File: src/rtl/spi_pkg.sv
// rtl/spi_pkg.sv - shared types and constants for the SPI master controller
// Contents: spi_mode_t ({cpol,cpha}), spi_state_e (controller FSM states),
//           SPI_CPOL_BIT / SPI_CPHA_BIT (bit positions inside spi_mode_t).
package spi_pkg;

  typedef logic [1:0] spi_mode_t;

  typedef enum logic [2:0] {
    IDLE  = 3'd0,
    LEAD  = 3'd1,
    XFER  = 3'd2,
    TRAIL = 3'd3,
    GAP   = 3'd4
  } spi_state_e;

  localparam int SPI_CPOL_BIT = 1;
  localparam int SPI_CPHA_BIT = 0;

endpackage

File: src/rtl/spi_sck_gen.sv
// rtl/spi_sck_gen.sv - half-period timer and registered sck generator
// Ports:
//   clk, rst            clock, synchronous active-high reset
//   start               reload the half-period counter (request accept)
//   run                 controller is outside IDLE
//   toggle_en           sck may toggle at the end of a half-period (XFER)
//   cpol                idle level of sck; loaded into sck while not running
//   sck                 registered serial clock
//   half_done           last cycle of the current half-period
//   lead_edge           sck leaves its idle level on the coming clk edge
//   trail_edge          sck returns to its idle level on the coming clk edge
module spi_sck_gen #(
  parameter int CLK_DIV = 4
) (
  input  logic clk,
  input  logic rst,
  input  logic start,
  input  logic run,
  input  logic toggle_en,
  input  logic cpol,
  output logic sck,
  output logic half_done,
  output logic lead_edge,
  output logic trail_edge
);

  localparam int CW = $clog2(CLK_DIV);
  localparam logic [CW-1:0] CNT_TOP = CW'(CLK_DIV - 1);

  logic [CW-1:0] cnt;

  assign half_done = run && (cnt == '0);

  // Strobes are high in the cycle before the edge, so the controller can
  // act on the same clk edge that moves sck.
  assign lead_edge  = toggle_en && half_done && (sck == cpol);
  assign trail_edge = toggle_en && half_done && (sck != cpol);

  always_ff @(posedge clk) begin
    if (rst) begin
      cnt <= '0;
      sck <= 1'b0;
    end else begin
      if (start) begin
        cnt <= CNT_TOP;
      end else if (!run) begin
        cnt <= '0;
      end else if (cnt == '0) begin
        cnt <= CNT_TOP;
      end else begin
        cnt <= cnt - 1'b1;
      end

      if (!run) begin
        sck <= cpol;
      end else if (toggle_en && half_done) begin
        sck <= ~sck;
      end
    end
  end

endmodule

File: src/rtl/spi_master_ctrl.sv
// rtl/spi_master_ctrl.sv - SPI master: one request word to one framed transfer
// Build option: SPI_LSB_FIRST_EN reverses shift direction (LSB first).
// Ports:
//   clk, rst            clock, synchronous active-high reset
//   mode                {CPOL,CPHA}, latched at accept
//   tx_valid/tx_ready   request handshake; tx_data is the word to send
//   rx_valid            one-cycle pulse when rx_data is updated
//   rx_data             received word, held until the next rx_valid
//   busy                controller outside IDLE
//   ss, sck, mosi       SPI bus outputs (ss active-low), all registered
//   miso                SPI serial data in
module spi_master_ctrl
  import spi_pkg::*;
#(
  parameter int DATA_W  = 8,
  parameter int CLK_DIV = 4
) (
  input  logic              clk,
  input  logic              rst,
  input  logic [1:0]        mode,
  input  logic              tx_valid,
  output logic              tx_ready,
  input  logic [DATA_W-1:0] tx_data,
  output logic              rx_valid,
  output logic [DATA_W-1:0] rx_data,
  output logic              busy,
  output logic              ss,
  output logic              sck,
  output logic              mosi,
  input  logic              miso
);

  localparam logic [2:0] ST_IDLE  = 3'(IDLE);
  localparam logic [2:0] ST_LEAD  = 3'(LEAD);
  localparam logic [2:0] ST_XFER  = 3'(XFER);
  localparam logic [2:0] ST_TRAIL = 3'(TRAIL);
  localparam logic [2:0] ST_GAP   = 3'(GAP);

  localparam int EW = $clog2(2 * DATA_W + 1);
  localparam logic [EW-1:0] LAST_EDGE = EW'(2 * DATA_W - 1);

  logic [2:0]        state;
  spi_mode_t         mode_q;
  logic [DATA_W-1:0] shreg;
  logic [EW-1:0]     edge_cnt;

  logic accept;
  logic run;
  logic cpol;
  logic cpha;
  logic half_done;
  logic lead_edge;
  logic trail_edge;
  logic sample_edge;
  logic shift_edge;
  logic last_edge;

`ifdef SPI_LSB_FIRST_EN
  function automatic logic out_bit(input logic [DATA_W-1:0] v);
    return v[0];
  endfunction

  function automatic logic [DATA_W-1:0] shift_in(input logic [DATA_W-1:0] v, input logic b);
    return {b, v[DATA_W-1:1]};
  endfunction
`else
  function automatic logic out_bit(input logic [DATA_W-1:0] v);
    return v[DATA_W-1];
  endfunction

  function automatic logic [DATA_W-1:0] shift_in(input logic [DATA_W-1:0] v, input logic b);
    return {v[DATA_W-2:0], b};
  endfunction
`endif

  assign tx_ready = (state == ST_IDLE) && !rst;
  assign busy     = (state != ST_IDLE);
  assign accept   = tx_valid && tx_ready;
  assign run      = (state != ST_IDLE);

  // In IDLE sck follows the live mode input; once a frame starts it uses
  // the latched copy so mode changes mid-frame are ignored.
  assign cpol = run ? mode_q[SPI_CPOL_BIT] : mode[SPI_CPOL_BIT];
  assign cpha = mode_q[SPI_CPHA_BIT];

  assign sample_edge = cpha ? trail_edge : lead_edge;
  assign shift_edge  = cpha ? lead_edge  : trail_edge;
  assign last_edge   = (edge_cnt == LAST_EDGE);

  spi_sck_gen #(
    .CLK_DIV(CLK_DIV)
  ) u_sck_gen (
    .clk        (clk),
    .rst        (rst),
    .start      (accept),
    .run        (run),
    .toggle_en  (state == ST_XFER),
    .cpol       (cpol),
    .sck        (sck),
    .half_done  (half_done),
    .lead_edge  (lead_edge),
    .trail_edge (trail_edge)
  );

  always_ff @(posedge clk) begin
    if (rst) begin
      state    <= ST_IDLE;
      mode_q   <= '0;
      shreg    <= '0;
      edge_cnt <= '0;
      ss       <= 1'b1;
      mosi     <= 1'b0;
      rx_valid <= 1'b0;
      rx_data  <= '0;
    end else begin
      rx_valid <= 1'b0;
      case (state)
        ST_IDLE: begin
          if (accept) begin
            mode_q   <= mode;
            shreg    <= tx_data;
            edge_cnt <= '0;
            ss       <= 1'b0;
            state    <= ST_LEAD;
            // CPHA=0 slaves sample on the first edge, so the first bit
            // must already be on the wire when ss falls.
            if (!mode[SPI_CPHA_BIT]) begin
              mosi <= out_bit(tx_data);
            end
          end
        end

        ST_LEAD: begin
          if (half_done) begin
            state <= ST_XFER;
          end
        end

        ST_XFER: begin
          if (sample_edge) begin
            shreg <= shift_in(shreg, miso);
          end
          // With CPHA=0 the final edge is a trailing one with no bit left.
          if (shift_edge && !(last_edge && !cpha)) begin
            mosi <= out_bit(shreg);
          end
          if (half_done) begin
            edge_cnt <= edge_cnt + 1'b1;
            if (last_edge) begin
              state <= ST_TRAIL;
            end
          end
        end

        ST_TRAIL: begin
          if (half_done) begin
            ss       <= 1'b1;
            rx_data  <= shreg;
            rx_valid <= 1'b1;
            state    <= ST_GAP;
          end
        end

        ST_GAP: begin
          if (half_done) begin
            state <= ST_IDLE;
          end
        end

        default: begin
          state <= ST_IDLE;
        end
      endcase
    end
  end

endmodule

File: config.mk
export PLATFORM = sky130hd
export DESIGN_NAME = spi_master_ctrl
export DESIGN_NICKNAME = d
export VERILOG_FILES = /design/src/rtl/spi_pkg.sv /design/src/rtl/spi_sck_gen.sv /design/src/rtl/spi_master_ctrl.sv
export SDC_FILE = /design/constraint.sdc
export NUM_CORES = 1
export LEC_CHECK = 0
export CAP_MARGIN = 30
export CORE_MARGIN = 2
export CORE_UTILIZATION = 55
export DETAILED_ROUTE_END_ITERATION = 6
export GPL_TIMING_DRIVEN = 0
export PLACE_DENSITY = 0.8
export SKIP_CTS_REPAIR_TIMING = 1
export SLEW_MARGIN = 25
export SYNTH_ARGS = -nofsm -noshare
export SYNTH_HDL_FRONTEND = slang
export SYNTH_SLANG_ARGS = --single-unit
File: constraint.sdc
create_clock -name clk -period 5.41 [get_ports clk]
set_input_delay 1.082 -clock clk [delete_from_list [all_inputs] [get_ports clk]]
set_output_delay 1.082 -clock clk [all_outputs]
set_load 0.1 [all_outputs]
Word level (Yosys, flattened, before mapping):

Index checks and enable logic that the tools add are counted.

* register bits: 32
* bits of input ports: 14
* output and inout port bits: 14
* word-level logic and storage cells: 84

* $add $sub $neg: 2
* eq/ne operators: 17
* muxes and demuxes: 29
* bitwise logic cells: 2
* reduce and logical (&&, ||, !) cells: 24

Operators with widths (count)
* 3-bit two-way mux: 6
* 8-bit two-way mux: 2
* 8-bit one-hot mux with 2 select lines: 1
* 3-bit one-hot mux with 5 select lines: 1
* 2-bit != test (second input constant): 6
* 1-bit two-way mux: 11
* 5-bit two-way mux: 2
* 5-bit one-hot mux with 2 select lines: 1
* 3-bit AND reduction: 3
* 1-bit logical AND: 8
* 2-bit by 1-bit != test with 1-bit output (second input constant): 4
* 3-bit by 2-bit equality test with 1-bit output (second input constant): 2
* 2-bit two-way mux: 3
* 6-bit AND reduction: 1
* 5-bit by 1-bit adder with 5-bit output (second input constant): 1
* 5-bit by 4-bit equality test with 1-bit output (second input constant): 1
* 1-bit one-hot mux with 2 select lines: 2
* 2-bit AND reduction: 2
* 4-bit AND reduction: 1
* 2-bit nonzero test: 2
* 3-bit by 1-bit equality test with 1-bit output (second input constant): 1
* 3-bit equality test (second input constant): 1
* 1-bit zero test: 3
* 3-bit zero test: 1
* other kinds (7): 8

Depth between registers and ports, before layout:

* word-level depth: 8
* gate-level depth with buffers: 8
* depth with buffers taken out: 7

Hierarchy:

From an unflattened synthesis, not the netlist that was laid out.

* cells, all modules: 184
* area, all modules: 1544.0 sq um

Modules (own cells, without submodules)
* spi_master_ctrl: instances 1, cells each 164, area each 1378.8 sq um, sequential area each 580.6 sq um
* spi_sck_gen: instances 1, cells each 20, area each 165.2 sq um, sequential area each 60.1 sq um

Worst setup path after synthesis:

Ideal clock, no wire load.

* path type: in2out
* start: in rst
* end: out tx_ready
* arrival time: 2735 ps
* data required time: 4328 ps
* path slack: 1593 ps
* cell stages on the path: 3
* buffers on the path: 2
* cells stage by stage: clkbuf_1 > clkbuf_1 > nor2_1

* word-level cells in the longest chain between the ends: 2

Ends and longest elaborated chain
* from (decl): line spi_master_ctrl.sv:19 `input logic rst,`
* 1-bit zero test: line spi_master_ctrl.sv:76 `assign tx_ready = (state == ST_IDLE) && !rst;`
* 1-bit logical AND: line spi_master_ctrl.sv:76
* to (decl): line spi_master_ctrl.sv:22 `output logic tx_ready,`

Every way passes these cells.

Final worst setup path:

Same ends and word-level chain as after synthesis.

==> impl_metrics.yaml <==
cells_and_area:
  antenna_cells_inserted: 0
  finish.net_count: 218
  synthToLayoutAreaGrowth_pct: 27.3
  final_cell_area_mm2: 0.00190
  drive_gt1_frac: 0.0842
  post_layout_nonfiller_instances: 232
synth:
  synth_area_leader_cell: "dfxtp_1"
  synth_area_leaders: "dfxtp_1 (43%), nand2_1 (6.3%), mux2i_1 (6.0%)"
  netlist.area_leader.share: 0.429
  mux_cell_area_share_after_synthesis: 0.0754
  number_of_synthesized_flops_with_an_enable_pin: 0
  synthArstFlopShare: 0
  syn_avg_cell_area_um2: 8.95
  dominantRegCellSynth: "dfxtp_1"
  synth-compound-area-share: 0.182
  postSynthRegisterBits: 32
  synth_seq_area_share: 0.429
  synthTopCellsByCount: "dfxtp_1 (32), nand2_1 (25), a21oi_1 (16)"
  synthesized_instance_count: 167
  synth_simple_gate_area_frac: 0.188
  mappedNetlistNets: 184
  syn-cell-area_mm2: 0.00149
  synth.most_common_cell: "dfxtp_1"
  synth_cell_types: 37
  synth_xor_area_frac: 0.0461
  synth_top_family_by_area: "simple AND/OR/NAND/NOR gates"
  yosys_warnings: 0
  adder_and_majority_gate_portion_of_the_synthesized_area: 0.0251
clocking:
  cts_max_level: 2
  cts.sinks: 32
  cts.reportedPaths.clkPinSlew_ns: 0.10
  insertion_delay_ns: 0.34
  cts_root_buffer: "clkbuf_4"
  clock_tree.buffer_depth: 2
  numCtsBuffers: 5
  tritoncts_clock_tree: "done"
sta:
  tightest_slew_ns: 0.974
  holdWs_ns: 0.457
  hold_viol: 0
  setup_viol: 0
  slew-limit-headroom: 0.348
  timing.setup.tns_ns: 0
  rsz0062_at_grt: "no"
  timing.final.max_slew_violations: 0
  min_period_ns: 4.65
  fmaxAchievable_mhz: 215
  period_share: 0.859
  skew_ns: 0.0146
drt:
  vias: 1275
  first_pass_iters: 7
  avgViaCountPerCell: 5.50
  drc: 0
  detail_route.iter0.violations: 51
  totalWireLength_mm: 3.26
  postRouteAntennaNets: 0
  wl_per_cell_um: 14.1
hold_path:
  timing.hold.worst.start: "u_sck_gen.cnt[0]$_SDFF_PP0_"
  worstHoldPathCells: 1
  hold_path.class: "flip-flop to flip-flop"
  holdPathEnd: "u_sck_gen.cnt[0]$_SDFF_PP0_"
floorplan:
  floorplan.io_pins: 28
  die_x_um: 56.1
  dieHeight_um: 56.1
  initial_utilization: 0.592
  placement_rows: 18
  core_area_mm2: 0.00252
  die-area_mm2: 0.00315
power:
  power.ir.vdd_worst_v: 0.000304
  pwr_density_cell_mw_per_mm2: 345
  seq_power_share: 0.408
  pwr-share-comb: 0.278
  leakage_power_of_the_design_nw: 0.668
  power.share.switching: 0.323
  clkPwrFrac: 0.314
  internal_power_mw: 0.444
  switching_power_mw: 0.212
setup_path:
  setup.worst_path.class: "primary input to primary output"
  critPathArrivalTime_ns: 3.57
  r2r_start: "u_sck_gen.cnt[0]$_SDFF_PP0_"
  critical_path.max_fanout: 10
  cp_data_required_time_ns: 4.33
  timing.critical_path.to_type: "primary output"
  timing.rr.end: "edge_cnt[2]$_SDFFE_PP0P_"
  worst-r2r-cell-count: 8
  critical_path.startpoint_type: "primary input"
  timing.reg2reg.setup_slack_ns: 3.29
global_routing:
  grt_max_degree: 11
  met3_usage: 0.0721
  grt.met1_usage: 0.269
  overflow: 0
  grt_util_all_layers: 0.218
  via_count_of_the_first_global_routing_pass: 1213
  most_crowded_layer_after_global_routing: "met2"
  global_route_wire_length_before_repair_mm: 5.27
  grt_antenna_before_repair: 0
  grt_util_met2: 0.350
status:
  status: "completed"
placed_design:
  io_buffer_count: 27
  dp_cells: 224
  gp_congestion: 0.847
  dpl_cell_area_mm2: 0.00181
  dp.final_hpwl_mm: 2.33
run:
  timing.max_cap.violations: 0
[worst max-delay path, cell delays in order]
cell and delay [ns]:
clkdlybuf4s50_1 0.58, clkbuf_1 0.35, clkbuf_1 0.47, nor2_1 0.10, clkdlybuf4s50_1 0.98
[area by class of cell]
class	count	area (um2)
fill	196	621
clock inverter	1	30.0
multi-input combinational	118	777
timing repair buffer	27	270
clock buffer	7	65.1
sequential	32	641
inverter	6	22.5
tap	30	37.5
buffer	11	58.8
[per-stage QoR]
stage           util  setup slack, ns  power (mW)
2_1_floorplan      -             1.59       0.411
6_report       0.754            0.761       0.657
4_1_cts        0.754            0.742       0.658
3_5_place_dp   0.716            0.762       0.454
5_1_grt        0.754            0.668       0.683
3_3_place_gp   0.714            0.775       0.450
[registers in the layout, summed over array words and instances, names as in the netlist]
name and cells:
shreg 8, edge_cnt 5, mode_q 2, rx_data 8, mosi 1, rx_valid 1
u_sck_gen.sck 1, ss 1, u_sck_gen.cnt 2, state 3
[logic make-up after synthesis]
kind of cell             Yosys count
AO/OA/AOI/OAI                     39
XOR/XNOR                           7
adder cells (fa/ha/maj)            3
buffers and inverters             17
flip-flops                        32
multiplexers                      10
AND/OR/NAND/NOR                   59
[layer usage]
metal,routed length [um],vias to the layer above
met4,48,0
li1,-,653
met5,0,-
met3,186,5
met2,1570,44
met1,1460,573
[cells in the final DEF (no fill, tap or decap), drive strengths merged, types with 2 or more instances in the layout]
master	n
dfxtp	32
clkdlybuf4s50	27
nand2	25
a21oi	16
clkbuf	14
mux2i	10
nor2	9
o2bb2ai	9
inv	6
xnor2	6
nand3	5
o21ai	5
nor2b	4
nor3	4
buf	4
ha	3
nor3b	3
and2	2
o21bai	2
[how the worst max path moves through the flow]
stage                     from        to
after floorplan            rst  tx_ready
after global placement     rst  tx_ready
after detailed placement   rst  tx_ready
after CTS                  rst  tx_ready
after global routing       rst  tx_ready
final                      rst  tx_ready
[power groups by stage]
stage | combinational, mW | clock (mW) | sequential, mW
final | 0.182 | 0.206 | 0.268
after global routing | 0.195 | 0.218 | 0.271
after CTS | 0.182 | 0.208 | 0.268
after detailed placement | 0.180 | 0 | 0.273
after global placement | 0.177 | 0 | 0.273
after floorplan | 0.119 | 0 | 0.292
Power figures use the tool's default switching activity.
